--- src/rtl/imem_loader_pkg.sv ---
// +----------------------------------------------------------------------------+
// | imem_pkg : shared encodings and defaults for the instruction-memory loader  |
// | Revision : 1.0                                                             |
// +----------------------------------------------------------------------------+
`default_nettype none

package imem_pkg;

  localparam logic [31:0] IMEM_BASE_ADDR = 32'h0000_0000;
  localparam int          IMEM_DEPTH     = 256;
  localparam int          WORD_BYTES     = 4;

  typedef enum logic [2:0] {
    ST_IDLE   = 3'd0,
    ST_LEN_HI = 3'd1,
    ST_LEN_LO = 3'd2,
    ST_DATA   = 3'd3,
    ST_WRITE  = 3'd4,
    ST_DONE   = 3'd5,
    ST_ERR    = 3'd6
  } state_t;

endpackage

`default_nettype wire

--- src/rtl/imem_loader_byte_packer.sv ---
// +----------------------------------------------------------------------------+
// | byte_packer : shifts bytes MSB-first into a 32-bit word, flags the 4th byte |
// | Revision    : 1.0                                                          |
// +----------------------------------------------------------------------------+
`default_nettype none

module byte_packer
  import imem_pkg::*;
(
  input  logic        clk,
  input  logic        rst_n,
  input  logic        i_clear,
  input  logic        i_shift,
  input  logic [7:0]  i_byte,
  output logic [31:0] o_word_nxt,
  output logic        o_word_full
);

  localparam int IW = $clog2(WORD_BYTES);

  logic [31:0]   r_word;
  logic [IW-1:0] r_idx;

  // Shifting left puts the first byte received in the MSB position.
  assign o_word_nxt  = {r_word[23:0], i_byte};
  assign o_word_full = i_shift && (r_idx == IW'(WORD_BYTES - 1));

  always_ff @(posedge clk or negedge rst_n) begin
    if (!rst_n) begin
      r_word <= 32'd0;
      r_idx  <= '0;
    end else if (i_clear) begin
      r_word <= 32'd0;
      r_idx  <= '0;
    end else if (i_shift) begin
      r_word <= o_word_nxt;
      r_idx  <= r_idx + IW'(1);
    end
  end

endmodule

`default_nettype wire

--- src/rtl/imem_loader.sv ---
// +----------------------------------------------------------------------------+
// | imem_loader : byte-stream program loader that fills instruction memory and |
// |               holds the CPU until a complete image has been written        |
// | Revision    : 1.0                                                          |
// +----------------------------------------------------------------------------+
`default_nettype none

module imem_loader
  import imem_pkg::*;
#(
  parameter logic [31:0] BASE_ADDR = IMEM_BASE_ADDR,
  parameter int          DEPTH     = IMEM_DEPTH,
  parameter int          TIMEOUT   = 1024
) (
  input  logic        clk,
  input  logic        rst_n,
  input  logic        start,
  input  logic [7:0]  byte_in,
  input  logic        byte_valid,
  output logic        byte_ready,
  output logic        mem_we,
  output logic [31:0] mem_addr,
  output logic [31:0] mem_wdata,
  output logic        cpu_hold,
  output logic        load_done,
  output logic        load_err,
  output logic [15:0] words_loaded
);

  localparam int TW = $clog2(TIMEOUT + 1);

  state_t        r_state;
  state_t        w_state_nxt;
  logic          r_byte_ready;
  logic          r_mem_we;
  logic [31:0]   r_mem_addr;
  logic [31:0]   r_mem_wdata;
  logic          r_cpu_hold;
  logic          r_load_done;
  logic          r_load_err;
  logic [15:0]   r_words;
  logic [15:0]   r_len;
  logic [TW-1:0] r_idle;

  logic          w_accept;
  logic          w_counting;
  logic          w_timeout;
  logic [15:0]   w_len_full;
  logic          w_len_bad;
  logic [15:0]   w_words_inc;
  logic          w_start_ok;
  logic          w_pk_clear;
  logic          w_pk_shift;
  logic [31:0]   w_word_nxt;
  logic          w_word_full;

  assign w_accept    = byte_valid && r_byte_ready;
  assign w_counting  = (r_state == ST_LEN_HI) || (r_state == ST_LEN_LO) || (r_state == ST_DATA);
  assign w_timeout   = !w_accept && (r_idle == TW'(TIMEOUT - 1));
  assign w_len_full  = {r_len[15:8], byte_in};
  assign w_len_bad   = (w_len_full == 16'd0) || ({1'b0, w_len_full} > 17'(DEPTH));
  assign w_words_inc = r_words + 16'd1;
  assign w_start_ok  = start && ((r_state == ST_IDLE) || (r_state == ST_DONE) || (r_state == ST_ERR));
  assign w_pk_clear  = (w_state_nxt == ST_DATA) && (r_state != ST_DATA);
  assign w_pk_shift  = w_accept && (r_state == ST_DATA);

  byte_packer u_packer (
    .clk         (clk),
    .rst_n       (rst_n),
    .i_clear     (w_pk_clear),
    .i_shift     (w_pk_shift),
    .i_byte      (byte_in),
    .o_word_nxt  (w_word_nxt),
    .o_word_full (w_word_full)
  );

  always_comb begin
    w_state_nxt = r_state;
    unique case (r_state)
      ST_IDLE, ST_DONE, ST_ERR: if (start) w_state_nxt = ST_LEN_HI;
      ST_LEN_HI: begin
        if (w_accept)       w_state_nxt = ST_LEN_LO;
        else if (w_timeout) w_state_nxt = ST_ERR;
      end
      ST_LEN_LO: begin
        if (w_accept)       w_state_nxt = w_len_bad ? ST_ERR : ST_DATA;
        else if (w_timeout) w_state_nxt = ST_ERR;
      end
      ST_DATA: begin
        if (w_word_full)    w_state_nxt = ST_WRITE;
        else if (w_timeout) w_state_nxt = ST_ERR;
      end
      ST_WRITE: w_state_nxt = (w_words_inc == r_len) ? ST_DONE : ST_DATA;
      default:  w_state_nxt = ST_IDLE;
    endcase
  end

  // Outputs are registered from the next state so they line up with r_state.
  always_ff @(posedge clk or negedge rst_n) begin
    if (!rst_n) begin
      r_state      <= ST_IDLE;
      r_byte_ready <= 1'b0;
      r_mem_we     <= 1'b0;
      r_mem_addr   <= BASE_ADDR;
      r_mem_wdata  <= 32'd0;
      r_cpu_hold   <= 1'b1;
      r_load_done  <= 1'b0;
      r_load_err   <= 1'b0;
      r_words      <= 16'd0;
      r_len        <= 16'd0;
      r_idle       <= '0;
    end else begin
      r_state      <= w_state_nxt;
      r_byte_ready <= (w_state_nxt == ST_LEN_HI) || (w_state_nxt == ST_LEN_LO) ||
                      (w_state_nxt == ST_DATA);
      r_mem_we     <= (w_state_nxt == ST_WRITE);
      r_cpu_hold   <= (w_state_nxt != ST_DONE);
      r_load_done  <= (w_state_nxt == ST_DONE);
      r_load_err   <= (w_state_nxt == ST_ERR);

      if (w_state_nxt == ST_WRITE) begin
        r_mem_addr  <= BASE_ADDR + {14'd0, r_words, 2'b00};
        r_mem_wdata <= w_word_nxt;
      end

      if (w_start_ok)                r_words <= 16'd0;
      else if (r_state == ST_WRITE)  r_words <= w_words_inc;

      if (w_accept && (r_state == ST_LEN_HI)) r_len[15:8] <= byte_in;
      if (w_accept && (r_state == ST_LEN_LO)) r_len[7:0]  <= byte_in;

      if (!w_counting || w_accept || (w_state_nxt != r_state)) r_idle <= '0;
      else                                                     r_idle <= r_idle + TW'(1);
    end
  end

  assign byte_ready   = r_byte_ready;
  assign mem_we       = r_mem_we;
  assign mem_addr     = r_mem_addr;
  assign mem_wdata    = r_mem_wdata;
  assign cpu_hold     = r_cpu_hold;
  assign load_done    = r_load_done;
  assign load_err     = r_load_err;
  assign words_loaded = r_words;

endmodule

`default_nettype wire

--- config.mk ---
export PLATFORM = sky130hd
export DESIGN_NAME = imem_loader
export DESIGN_NICKNAME = d
export VERILOG_FILES = /design/src/rtl/imem_loader_pkg.sv /design/src/rtl/imem_loader_byte_packer.sv /design/src/rtl/imem_loader.sv
export SDC_FILE = /design/constraint.sdc
export NUM_CORES = 1
export LEC_CHECK = 0
export CELL_PAD_IN_SITES_DETAIL_PLACEMENT = 1
export CELL_PAD_IN_SITES_GLOBAL_PLACEMENT = 1
export CORE_AREA = 2 2 118 120
export CTS_CLUSTER_SIZE = 14
export DETAILED_ROUTE_END_ITERATION = 10
export DIE_AREA = 0 0 120 122
export GPL_ROUTABILITY_DRIVEN = 1
export GPL_TIMING_DRIVEN = 0
export PLACE_DENSITY_LB_ADDON = 0.2
export SLEW_MARGIN = 20
export SYNTH_ARGS = -nofsm -noshare
export SYNTH_HDL_FRONTEND = slang
export SYNTH_HIERARCHICAL = 1
export SYNTH_SLANG_ARGS = --single-unit
--- constraint.sdc ---
create_clock -name clk -period 5 [get_ports clk]
set_input_delay 0.75 -clock clk [delete_from_list [all_inputs] [get_ports clk]]
set_output_delay 0.75 -clock clk [all_outputs]
set_load 0.03 [all_outputs]
After elaboration in Yosys (flattened, before gate mapping)
Index checks and enable logic that the tools add are counted. W data, S select, Z words.

Add/sub/neg operators: 3. $lt $le $gt $ge: 1. Equal/unequal tests: 18. Muxes and demuxes: 15. Reductions and logical operators: 24.

Operator list (number): $mux W24 (2); $mux W16 (2); $mux W3 (7); $eq A3 B3 Y1 const B (6); $add A16 B1 Y16 const B (1); $eq A16 B16 Y1 (1); $gt A16 B9 Y1 const B (1); $logic_not A16 Y1 (1); $pmux W3 S5 (1); $eq A3 B2 Y1 const B (4); $add A11 B1 Y11 const B (1); $eq A11 B10 Y1 const B (1); $mux W11 (1); $logic_or A1 B1 Y1 (9); $logic_and A1 B1 Y1 (8); $eq A3 B1 Y1 const B (2); $mux W2 (2); $reduce_bool A2 Y1 (2); $logic_not A3 Y1 (1); $ne A3 B2 Y1 const B (1); $ne A3 B3 Y1 (1); $ne A3 B3 Y1 const B (1); $reduce_or A3 Y1 (1); $add A2 B1 Y2 const B (1); other kinds (2) (3).

Flip-flop bits (word level): 125. Output and inout bits: 85. Word-level logic and storage cells: 75.

Logic depth before layout (Yosys ltp)
Gate-level depths: netlist of the first run.

Depth in word-level cells: 9. Gate-level depth with buffers: 16. Gate-level depth less buffers: 11.

Cells and area by module
The synthesis of the first run kept the hierarchy.

By module, submodules not included: imem_loader (instances 1, cells each 430, area each 4878.4 sq um); byte_packer (instances 1, cells each 94, area each 1153.6 sq um).

Worst setup path after synthesis of the first run
Ideal clock, no wire load.

Path type: register to register. From: register r_state[0]. To: register r_mem_wdata[22] (netlist: mem_wdata[22]). Setup time: 0.125 ns. Data arrival time: 2.862 ns. Required time: 4.875 ns. Path slack: 2.013 ns. Stages on the path, launching flop included: 16. Path buffers: 5. Clock period less this slack: 2.987 ns. Cells stage by stage: dfrtp_1 clkbuf_1 clkinv_1 nor4_1 buf_6 buf_12 and2_1 o21ai_0 o21ai_0 a21oi_1 a22o_1 nor2_1 nand2_2 buf_6 buf_6 mux2_4.

Longest elaborated chain between the ends: 6.

Ends and longest elaborated chain: from (decl) (RTL line imem_loader.sv:32) `state_t r_state;`; from (signal assigned) (RTL line imem_loader.sv:113) `r_state <= w_state_nxt;`; $eq A3 B2 Y1 (RTL line imem_loader.sv:65) `assign w_pk_shift = w_accept && (r_state == ST_DATA);`; $logic_and A1 B1 Y1 (RTL line imem_loader.sv:65); named net w_pk_shift (RTL line imem_loader.sv:53) `logic w_pk_shift;`; $logic_and A1 B1 Y1 (RTL line imem_loader_byte_packer.sv:26) `assign o_word_full = i_shift && (r_idx == IW'(WORD_BYTES - 1));`; named net w_word_full (RTL line imem_loader.sv:55) `logic w_word_full;`; $mux W3 (RTL line imem_loader.sv:90) `if (w_word_full) w_state_nxt = ST_WRITE;`; $pmux W3 S5 (RTL line imem_loader.sv:79) `unique case (r_state)`; $eq A3 B3 Y1 (RTL line imem_loader.sv:121) `if (w_state_nxt == ST_WRITE) begin`; to (signal assigned) (RTL line imem_loader.sv:123) `r_mem_wdata <= w_word_nxt;`; to (decl) (RTL line imem_loader.sv:37) `logic [31:0] r_mem_wdata;`.

The timed path passes the listed nets, and every way through them passes these cells. A chain may end at the register's enable or synchronous reset.

Worst setup path after layout of the first run
From: input byte_in[1]. To: register r_mem_wdata[24] (netlist: mem_wdata[24]).

Longest elaborated chain between the ends: 6.

Ends and longest elaborated chain: from (decl) (RTL line imem_loader.sv:18) `input logic [7:0] byte_in,`; $gt A16 B9 Y1 / $logic_not A16 Y1 (equally long branches) (RTL line imem_loader.sv:61) `assign w_len_bad = (w_len_full == 16'd0) || ({1'b0, w_len_full} > 17'(DEPTH));`; $logic_or A1 B1 Y1 (*) (RTL line imem_loader.sv:61); $mux W3 (*) (2 in series) (RTL line imem_loader.sv:86) `if (w_accept) w_state_nxt = w_len_bad ? ST_ERR : ST_DATA;`; $pmux W3 S5 (*) (RTL line imem_loader.sv:79); named net w_state_nxt[2] (RTL line imem_loader.sv:33) `state_t w_state_nxt;`; $eq A3 B3 Y1 (*) (RTL line imem_loader.sv:121).

Mark *: on every way through the listed nets, which the timed path passes. The rest lies on a longest branch.

==> impl_results.md, run 1 <==
- Status: finished clean
- H-tree levels: 4
- DIE AREA: 14640 um2
- Total GRT Usage: 22.04%
- Detailed placement HPWL: 10.56 mm
- Die Ht: 122 um
- EDFF count, synth: 0
- Root Driver: clkbuf_16
- Die X: 120 um
- Setup TNS: 0 ns
- Top Ports: 97
- Largest cells by area after synthesis: dfrtp_1 (51%), mux2_2 (10%), mux2i_1 (4.3%)
- Req. time, crit path: 5.30 ns
- 1st-pass router iterations: 4
- Yosys warns: 6
- Layout area overhead: 29.45%
- CORE AREA: 13500 um2
- Later-pin clock latency in the skew report: 0.43 ns
- Synth cell types: 54
- Commonest non-fill, non-tap cell in the layout: dfrtp_1
- Via count: 4327
- Total CTS buffers: 17
- CTS max path bufs: 2
- Pleak: 3.560 nW
- Final Hold Fails: 0
- Minimum clock period: 3.613 ns
- Post-DRT Antenna Nets: 0
- Clock Skews: 0.009981 ns
- # port buffers: 80
- CTS sink cnt: 125
- Yosys top cell area share: 51.44%
- Relative slew margins: 37.84%
- CTS resizes: 0
- Routability cong.: 0.8809
- Final Setup Violations: 0
- Starting density of the core: 44.67%
- DP Area: 7154 um2
- Maximum vdd drop: 361.2 uV
- Final hold slack: 0.3082 ns
- # Max-Cap Violations: 0
- Mapped cell area: 6032 um2
- F_max: 276.8 MHz
- Worst-path maximum fanout: 10
- Tightest Hold Check Type: primary input to asynchronous set/reset pin
- Most frequent cells in the layout: dfrtp_1 (124), clkdlybuf4s50_1 (79), nor2_1 (68)
- DRC viols: 0
- Period utilisation layout: 72.26%
- CTS clk-pin slew, worst paths: 0.06 ns
- Post-Synthesis Cells: 524
- Sequential area share after synthesis: 51.88%
- Initial antenna violation count: 0
- Drt total wl: 15.18 mm
- CTS tree: done
- First-pass GRT wire length: 24.66 mm
- N_diodes: 0
- Via density: 5.194
- Final max-slew violation count: 0
- CP endpoint kind: register
- Total Nets Final: 655
- CP Launch Type: primary input
- Syn avg cell area: 11.51 um2
- Finished Cell Area: 7809 um2
- Post-route non-filler standard cell count: 833
- Hold buffer count at cts: 0
- # Post-CTS Setup Buffers: 0
- RSZ-0062 raised after global routing: false
- Slew @ Worst Pin: 0.9324 ns
- Crit path DAT: 3.92 ns
- Ys flop type: dfrtp_1
- Pwr/cell area: 591.5 nW/um2
- Share of layout cells above drive strength 1: 24.20%
- Cell taking the most area after synthesis: dfrtp_1
- Std-Cell Rows: 43
- #FFs+latches synth: 125
- Largest net degree at the start of global routing: 66
- Post-synth ARST share: 100.0%
- Post-DR wirelength/cell: 18.22 um
- Initial DRC Count: 127
- Vias in the first global route: 4820
- Placed cells: 801
- Setup CP Type: primary input to register
- Total congestion overflow: 0
-- sequential cells by signal, indices dropped and copies added, names as in the netlist, 2 cells and up --
name and count:
mem_addr 16, words_loaded 16, mem_wdata 32, u_packer/r_idx 2, r_state 3, r_idle 11, u_packer/r_word 24, r_len 16
-- power breakdown --
| group | leakage [nW] | internal, mW | switching [mW] |
|---|---|---|---|
| sequential | 1.67 | 1.30 | 0.213 |
| clock | 0.305 | 0.897 | 0.462 |
| combinational | 1.58 | 0.749 | 0.992 |
-- worst paths after layout --
| kind | start | to | slack (ns) | cells after the start |
|---|---|---|---|---|
| min in group clk | mem_addr[9] | mem_addr[9] | 0.50 | 1 |
| max in group asynchronous | rst_n | r_idle[4] | 3.97 | 2 |
| setup reg to reg | r_state[0] | mem_wdata[24] | 1.41 | 15 |
| hold reg to reg | mem_addr[9] | mem_addr[9] | 0.50 | 1 |
| setup / recovery | byte_in[1] | mem_wdata[24] | 1.39 | 12 |
| hold / removal | rst_n | mem_addr[14] | 0.31 | 1 |
-- worst max-delay path, cell delays in order --
cell	delay, ns
clkdlybuf4s50_1	0.56
nor4_1	0.34
nand2_1	0.11
xor2_1	0.15
nand4_1	0.24
a311oi_1	0.47
a21boi_1	0.34
inv_2	0.10
nand2_2	0.13
buf_6	0.18
buf_6	0.22
mux2_4	0.32
-- per-stage QoR --
stage / worst slack (ns) / util (%) / power, mW
after CTS: 1.398 / 57.82 / 4.663
final: 1.387 / 57.82 / 4.619
after global placement: -1.570 / 52.68 / 3.196
after global routing: 1.068 / 57.82 / 4.850
after detailed placement: 0.9625 / 52.98 / 3.273
after floorplan: 2.013 / - / 2.631
-- final cells by class --
type / instances / area, um2
fillers: 1419 / 5695
flip-flops and latches: 125 / 3129
multi-input cells: 352 / 2557
repair buffers: 82 / 834.6
clock buffers: 18 / 439.2
plain buffers: 50 / 362.8
well taps: 180 / 225.2
clock inverters: 14 / 215.2
inverters: 12 / 45.04
-- metal layers --
layer	vias to the layer above	track usage [%]	wire (um)
li1	1999	-	-
met1	2216	25.81	6398
met2	87	38.92	7875
met3	25	5.056	576
met4	0	9.338	325
met5	-	0	0
-- synth_stat cells, drive strengths merged, types with 2 or more instances --
master	count
o31ai	4
nand3	14
and2	2
inv	11
nand4	9
xnor2	23
nor3	11
ha	3
a21oi	11
nor4	8
nand2	24
mux2i	26
buf	45
nor2	70
nand2b	3
o21a	2
mux2	64
nand3b	4
a211oi	4
clkbuf	5
dfrtp	124
xor2	16
and3	4
or3	4
a31oi	2
o21ai	18
-- logic make-up after synthesis --
group | synth area share (%)
flops | 51.88
buf+inv | 6.762
other cells | 0.06217
mux | 16.82
fa+ha+maj | 0.6223
compound gates | 5.103
simple gates | 13.09
xor+xnor | 5.663
(Power assumes the default switching activity.)
==> run 2: changes to the inputs <==
--- a/config.mk
+++ b/config.mk
@@ -7,10 +7,10 @@
 export LEC_CHECK = 0
 export CELL_PAD_IN_SITES_DETAIL_PLACEMENT = 1
 export CELL_PAD_IN_SITES_GLOBAL_PLACEMENT = 1
-export CORE_AREA = 2 2 118 120
+export CORE_AREA = 2 2 128 130
 export CTS_CLUSTER_SIZE = 14
 export DETAILED_ROUTE_END_ITERATION = 10
-export DIE_AREA = 0 0 120 122
+export DIE_AREA = 0 0 130 132
 export GPL_ROUTABILITY_DRIVEN = 1
 export GPL_TIMING_DRIVEN = 0
 export PLACE_DENSITY_LB_ADDON = 0.2
==> constraint.sdc (replaced) <==
create_clock -name clk -period 3.26 [get_ports clk]
set_input_delay 0.489 -clock clk [delete_from_list [all_inputs] [get_ports clk]]
set_output_delay 0.489 -clock clk [all_outputs]
set_load 0.03 [all_outputs]
==> impl_results.md, run 2 (same netlist as run 1, synthesis figures left out) <==
- Place WS: -0.4380 ns
- DIE AREA: 17160 um2
- Initial DRC Count: 141
- CORE AREA: 15710 um2
- F_max: 326.5 MHz
- Slew @ Worst Pin: 0.9012 ns
- # Max-Cap Violations: 0
- Via count: 4323
- Largest stage delay, worst path: 0.33 ns
- Drt total wl: 14.98 mm
- Commonest non-fill, non-tap cell in the layout: dfrtp_1
- Crit path cell chain: buf_2 > nand4_1 > nor3_4 > xnor2_1 > a221oi_2 > nand3_1 > nor3_4 > a21boi_2 > inv_2 > nand2_2 > buf_6 > buf_6 > mux2_4
- Maximum vdd drop: 432.2 uV
- Via density: 4.946
- Multi-input gate area: 2616 um2
- Max reg flops: 32
- Final Util: 50.18%
- Vias in the first global route: 4710
- Layout area overhead: 30.70%
- Crit path DAT: 3.36 ns
- DRC viols: 0
- Minimum clock period: 3.062 ns
- DP Area: 7199 um2
- 1st-pass router iterations: 5
- Cell at the slowest stage of the critical path: dfrtp_1
- Post-route non-filler standard cell count: 874
- Setup CP Type: register to register
- Relative slew margins: 39.92%
- Die Ht: 132 um
- Register area: 3133 um2
- Total GRT Usage: 18.72%
- Status: finished clean
- Setup TNS: 0 ns
- Later-pin clock latency in the skew report: 0.42 ns
- Top Ports: 97
- CTS sink cnt: 125
- Req. time, crit path: 3.56 ns
- Post-DR wirelength/cell: 17.13 um
- Tightest Hold Check Type: primary input to asynchronous set/reset pin
- Period utilisation layout: 93.94%
- Detailed placement HPWL: 10.49 mm
- CP Launch Type: register
- CTS max path bufs: 2
- Final Setup Violations: 0
- Filler Cell Count: 1700
- Total Nets Final: 660
- Most frequent cells in the layout: dfrtp_1 (121), clkdlybuf4s50_1 (77), nor2_1 (68)
- Final hold slack: 0.01236 ns
- Initial antenna violation count: 0
- Share of layout cells above drive strength 1: 27.36%
- Routability cong.: 0.9141
- Finished Cell Area: 7884 um2
- Pleak: 3.584 nW
- Final Hold Fails: 0
- Pwr/cell area: 866.4 nW/um2
- Largest net degree at the start of global routing: 79
- Final worst setup slack: 0.1976 ns
- First-pass GRT wire length: 24.90 mm
- Die X: 130 um
- Final max-slew violation count: 0
- H-tree levels: 4
- Clock Skews: 0.01510 ns
- Pwr Total: 6.830 mW
- Worst-path maximum fanout: 10
- Root Driver: clkbuf_16
- Placed cells: 837
- CP endpoint kind: register
- # port buffers: 80
- CTS tree: done
- Starting density of the core: 38.39%
- N_diodes: 0
- Total congestion overflow: 0
- CTS clk-pin slew, worst paths: 0.06 ns
- Total CTS buffers: 17
- Post-DRT Antenna Nets: 0
- Std-Cell Rows: 46
[run 2: layer usage]
metal | share of wire (%) | wire length (um) | GRT usage, %
met1 | 45 | 6674 | 23.75
met2 | 50 | 7479 | 31.01
met3 | 3.5 | 529 | 4.180
met4 | 1.9 | 292 | 7.228
met5 | 0 | 0 | 0
[run 2: path summary, 6_finish.rpt]
check	startpoint	to	slack [ns]	depth (start not counted)
setup / recovery	words_loaded[8]	mem_wdata[23]	0.20	13
hold / removal	rst_n	mem_addr[14]	0.01	1
setup reg to reg	words_loaded[8]	mem_wdata[23]	0.20	13
hold reg to reg	r_idle[0]	r_idle[0]	0.50	1
max in group asynchronous	rst_n	r_idle[6]	2.51	2
min in group clk	r_idle[0]	r_idle[0]	0.50	1
[run 2: cell type report]
cell class,instances,area share (%)
well taps,216,3.428
multi-input cells,352,33.19
repair buffers,89,11.32
clock inverters,14,1.762
inverters,12,0.5872
clock buffers,18,5.444
flip-flops and latches,125,39.74
plain buffers,48,4.539
[run 2: worst max-delay path, delay by kind of cell, from the launching register on]
kind                      cells  cell delay (ns)
DFF                           1             0.33
muxes                         1             0.30
buffers and inverters         4             0.67
and+or+nand+nor               5             1.09
xor gates and xnor gates      1             0.12
AOI/OAI and AO/OA             2             0.42
[run 2: repair_timing]
action	in CTS	in global routing
hold buffers	0	0
pin swaps	0	2
gates resized for setup	5	15
endpoints found under the setup margin	80	68
setup buffers	0	7
[run 2: report_power, final]
part           switching [mW]  internal, mW
logic                    1.49          1.18
clock network           0.745          1.06
registers               0.355          2.00
==> run 3: changes to the inputs <==
--- a/config.mk
+++ b/config.mk
@@ -7,10 +7,10 @@
 export LEC_CHECK = 0
 export CELL_PAD_IN_SITES_DETAIL_PLACEMENT = 1
 export CELL_PAD_IN_SITES_GLOBAL_PLACEMENT = 1
-export CORE_AREA = 2 2 128 130
+export CORE_AREA = 2 2 122 124
 export CTS_CLUSTER_SIZE = 14
 export DETAILED_ROUTE_END_ITERATION = 10
-export DIE_AREA = 0 0 130 132
+export DIE_AREA = 0 0 124 126
 export GPL_ROUTABILITY_DRIVEN = 1
 export GPL_TIMING_DRIVEN = 0
 export PLACE_DENSITY_LB_ADDON = 0.2
==> constraint.sdc (replaced) <==
create_clock -name clk -period 3.06 [get_ports clk]
set_input_delay 0.459 -clock clk [delete_from_list [all_inputs] [get_ports clk]]
set_output_delay 0.459 -clock clk [all_outputs]
set_load 0.03 [all_outputs]
==> impl_results.md, run 3 (same netlist as run 1, synthesis figures left out) <==
- 1st-pass router iterations: 4
- Clock network fraction of total power: 26.3%
- CTS sink cnt: 125
- Std-Cell Rows: 44
- Root Driver: clkbuf_16
- CTS clk-pin slew, worst paths: 0.06 ns
- Pwr/cell area: 929.5 nW/um2
- Filler Cell Count: 1503
- CTS max path bufs: 2
- Setup CP Type: primary input to register
- Later-pin clock latency in the skew report: 0.43 ns
- Int Power: 4.604 mW
- Detailed placement HPWL: 10.36 mm
- Largest net degree at the start of global routing: 71
- Final hold slack: -0.006769 ns
- Seq pwr share: 34.1%
- Register area: 3136 um2
- Via density: 5.134
- Routability cong.: 0.8634
- Slew @ Worst Pin: 0.9891 ns
- Final worst setup slack: 0.1512 ns
- DIE AREA: 15620 um2
- # Max-Cap Violations: 0
- Switching share of power: 38.09%
- Multi-input gate area: 2668 um2
- DRC viols: 0
- Initial DRC Count: 174
- Failing checks: negative hold slack
- Drt total wl: 15.41 mm
- Period utilisation layout: 95.06%
- Total GRT Usage: 20.73%
- Hold buffer count at cts: 0
- Total Nets Final: 669
- Tightest Hold Check Type: primary input to asynchronous set/reset pin
- CTS tree: done
- Req. time, crit path: 3.41 ns
- Layout area overhead: 32.63%
- F_max: 343.8 MHz
- First-pass GRT wire length: 24.74 mm
- Max reg flops: 32
- Share of layout cells above drive strength 1: 29.39%
- Die Ht: 126 um
- Status: finished, violations left
- CP Launch Type: primary input
- Crit path DAT: 3.26 ns
- Starting density of the core: 42.14%
- Commonest non-fill, non-tap cell in the layout: dfrtp_1
- Die X: 124 um
- Place WS: -0.6339 ns
- Maximum vdd drop: 461.0 uV
- Post-DRT Antenna Nets: 0
- Final max-slew violation count: 0
- Total CTS buffers: 17
- Relative slew margins: 34.06%
- Clock Skews: 0.01080 ns
- Combinational share of power: 39.6%
- Pwr Total: 7.436 mW
- Via count: 4369
- Top Ports: 97
- Final Setup Violations: 0
- Post-DR wirelength/cell: 18.10 um
- Minimum clock period: 2.909 ns
- # port buffers: 80
- Most frequent cells in the layout: dfrtp_1 (119), clkdlybuf4s50_1 (78), nor2_1 (67)
- Pleak: 3.681 nW
- Initial antenna violation count: 0
- H-tree levels: 4
- CORE AREA: 14310 um2
- Psw: 2.833 mW
- Vias in the first global route: 4646
- N_diodes: 0
- Worst-path maximum fanout: 10
- Final Hold Fails: 20
- Total congestion overflow: 0
- CP endpoint kind: register
==> run 3: changes by cell type in the layout (fill, tap and decap cells not counted), sizes merged <==
| cell | change |
|---|---|
| clkinv | -1 |
| clkdlybuf4s50 | +1 |
| inv | +2 |
| clkinvlp | -1 |
| clkbuf | +1 |
| dlygate4sd2 | +1 |
| dlymetal6s2s | -2 |
| buf | +8 |
==> run 3: stage by stage <==
stage	cells	TNS (ns)	instance area [um2]	util, %
after floorplan	539	0	6088	-
after global placement	803	-434.50	7119	49.74
after detailed placement	805	-39.70	7159	50.02
after CTS	837	0	7819	54.62
after global routing	851	-0.4088	8000	55.89
final	851	0	8000	55.89
==> run 3: critical path, stage by stage <==
cell	delay, ns
clkdlybuf4s50_1	0.47
nand2_1	0.17
nor4_2	0.21
buf_6	0.15
buf_12	0.14
and2_1	0.17
o21ai_0	0.08
o21ai_0	0.09
a21oi_1	0.07
a22o_1	0.31
a21oi_1	0.27
a211oi_1	0.10
buf_2	0.19
clkbuf_4	0.22
nor2_1	0.15
==> run 3: what timing repair did <==
action,CTS,global route
setup buffers,3,15
endpoints found under the setup margin,85,78
pin swaps,3,11
gates resized for setup,19,29
==> run 3: final cells by class <==
class	instances	area share [%]
clock inverter	14	1.673
clock buffer	18	5.490
timing repair buffer	100	12.11
buffer	46	4.723
inverter	12	0.5943
multi-input combinational	352	33.34
sequential	125	39.19
tap	184	2.878
==> run 3: path summary, 6_finish.rpt <==
check	endpoint	cells past startpoint	slack, ns	startpoint
hold / removal	mem_addr[13]	1	-0.007	rst_n
max in group asynchronous	r_idle[10]	2	2.35	rst_n
setup reg to reg	u_packer/r_word[10]	14	0.18	r_state[0]
hold reg to reg	r_idle[0]	1	0.49	r_idle[0]
setup / recovery	u_packer/r_word[10]	15	0.15	byte_valid
min in group clk	r_idle[0]	1	0.49	r_idle[0]
==> run 3: per-layer routing <==
metal  track usage (%)  routed length, um  vias up
met1             25.72               6667     2205
met2             34.71               7706       94
li1                  -                  -     2048
met4             6.081                262        0
met3             6.341                769       22
met5                 0                  0        -
==> run 3: power by group through the flow <==
stage | clock [mW] | combinational (mW) | sequential, mW
floorplan | 0 | 1.38 | 2.92
global placement | 0 | 2.76 | 2.47
detailed placement | 0 | 2.83 | 2.50
CTS | 2.00 | 2.84 | 2.53
global route | 2.07 | 3.16 | 2.61
finish | 1.96 | 2.94 | 2.54
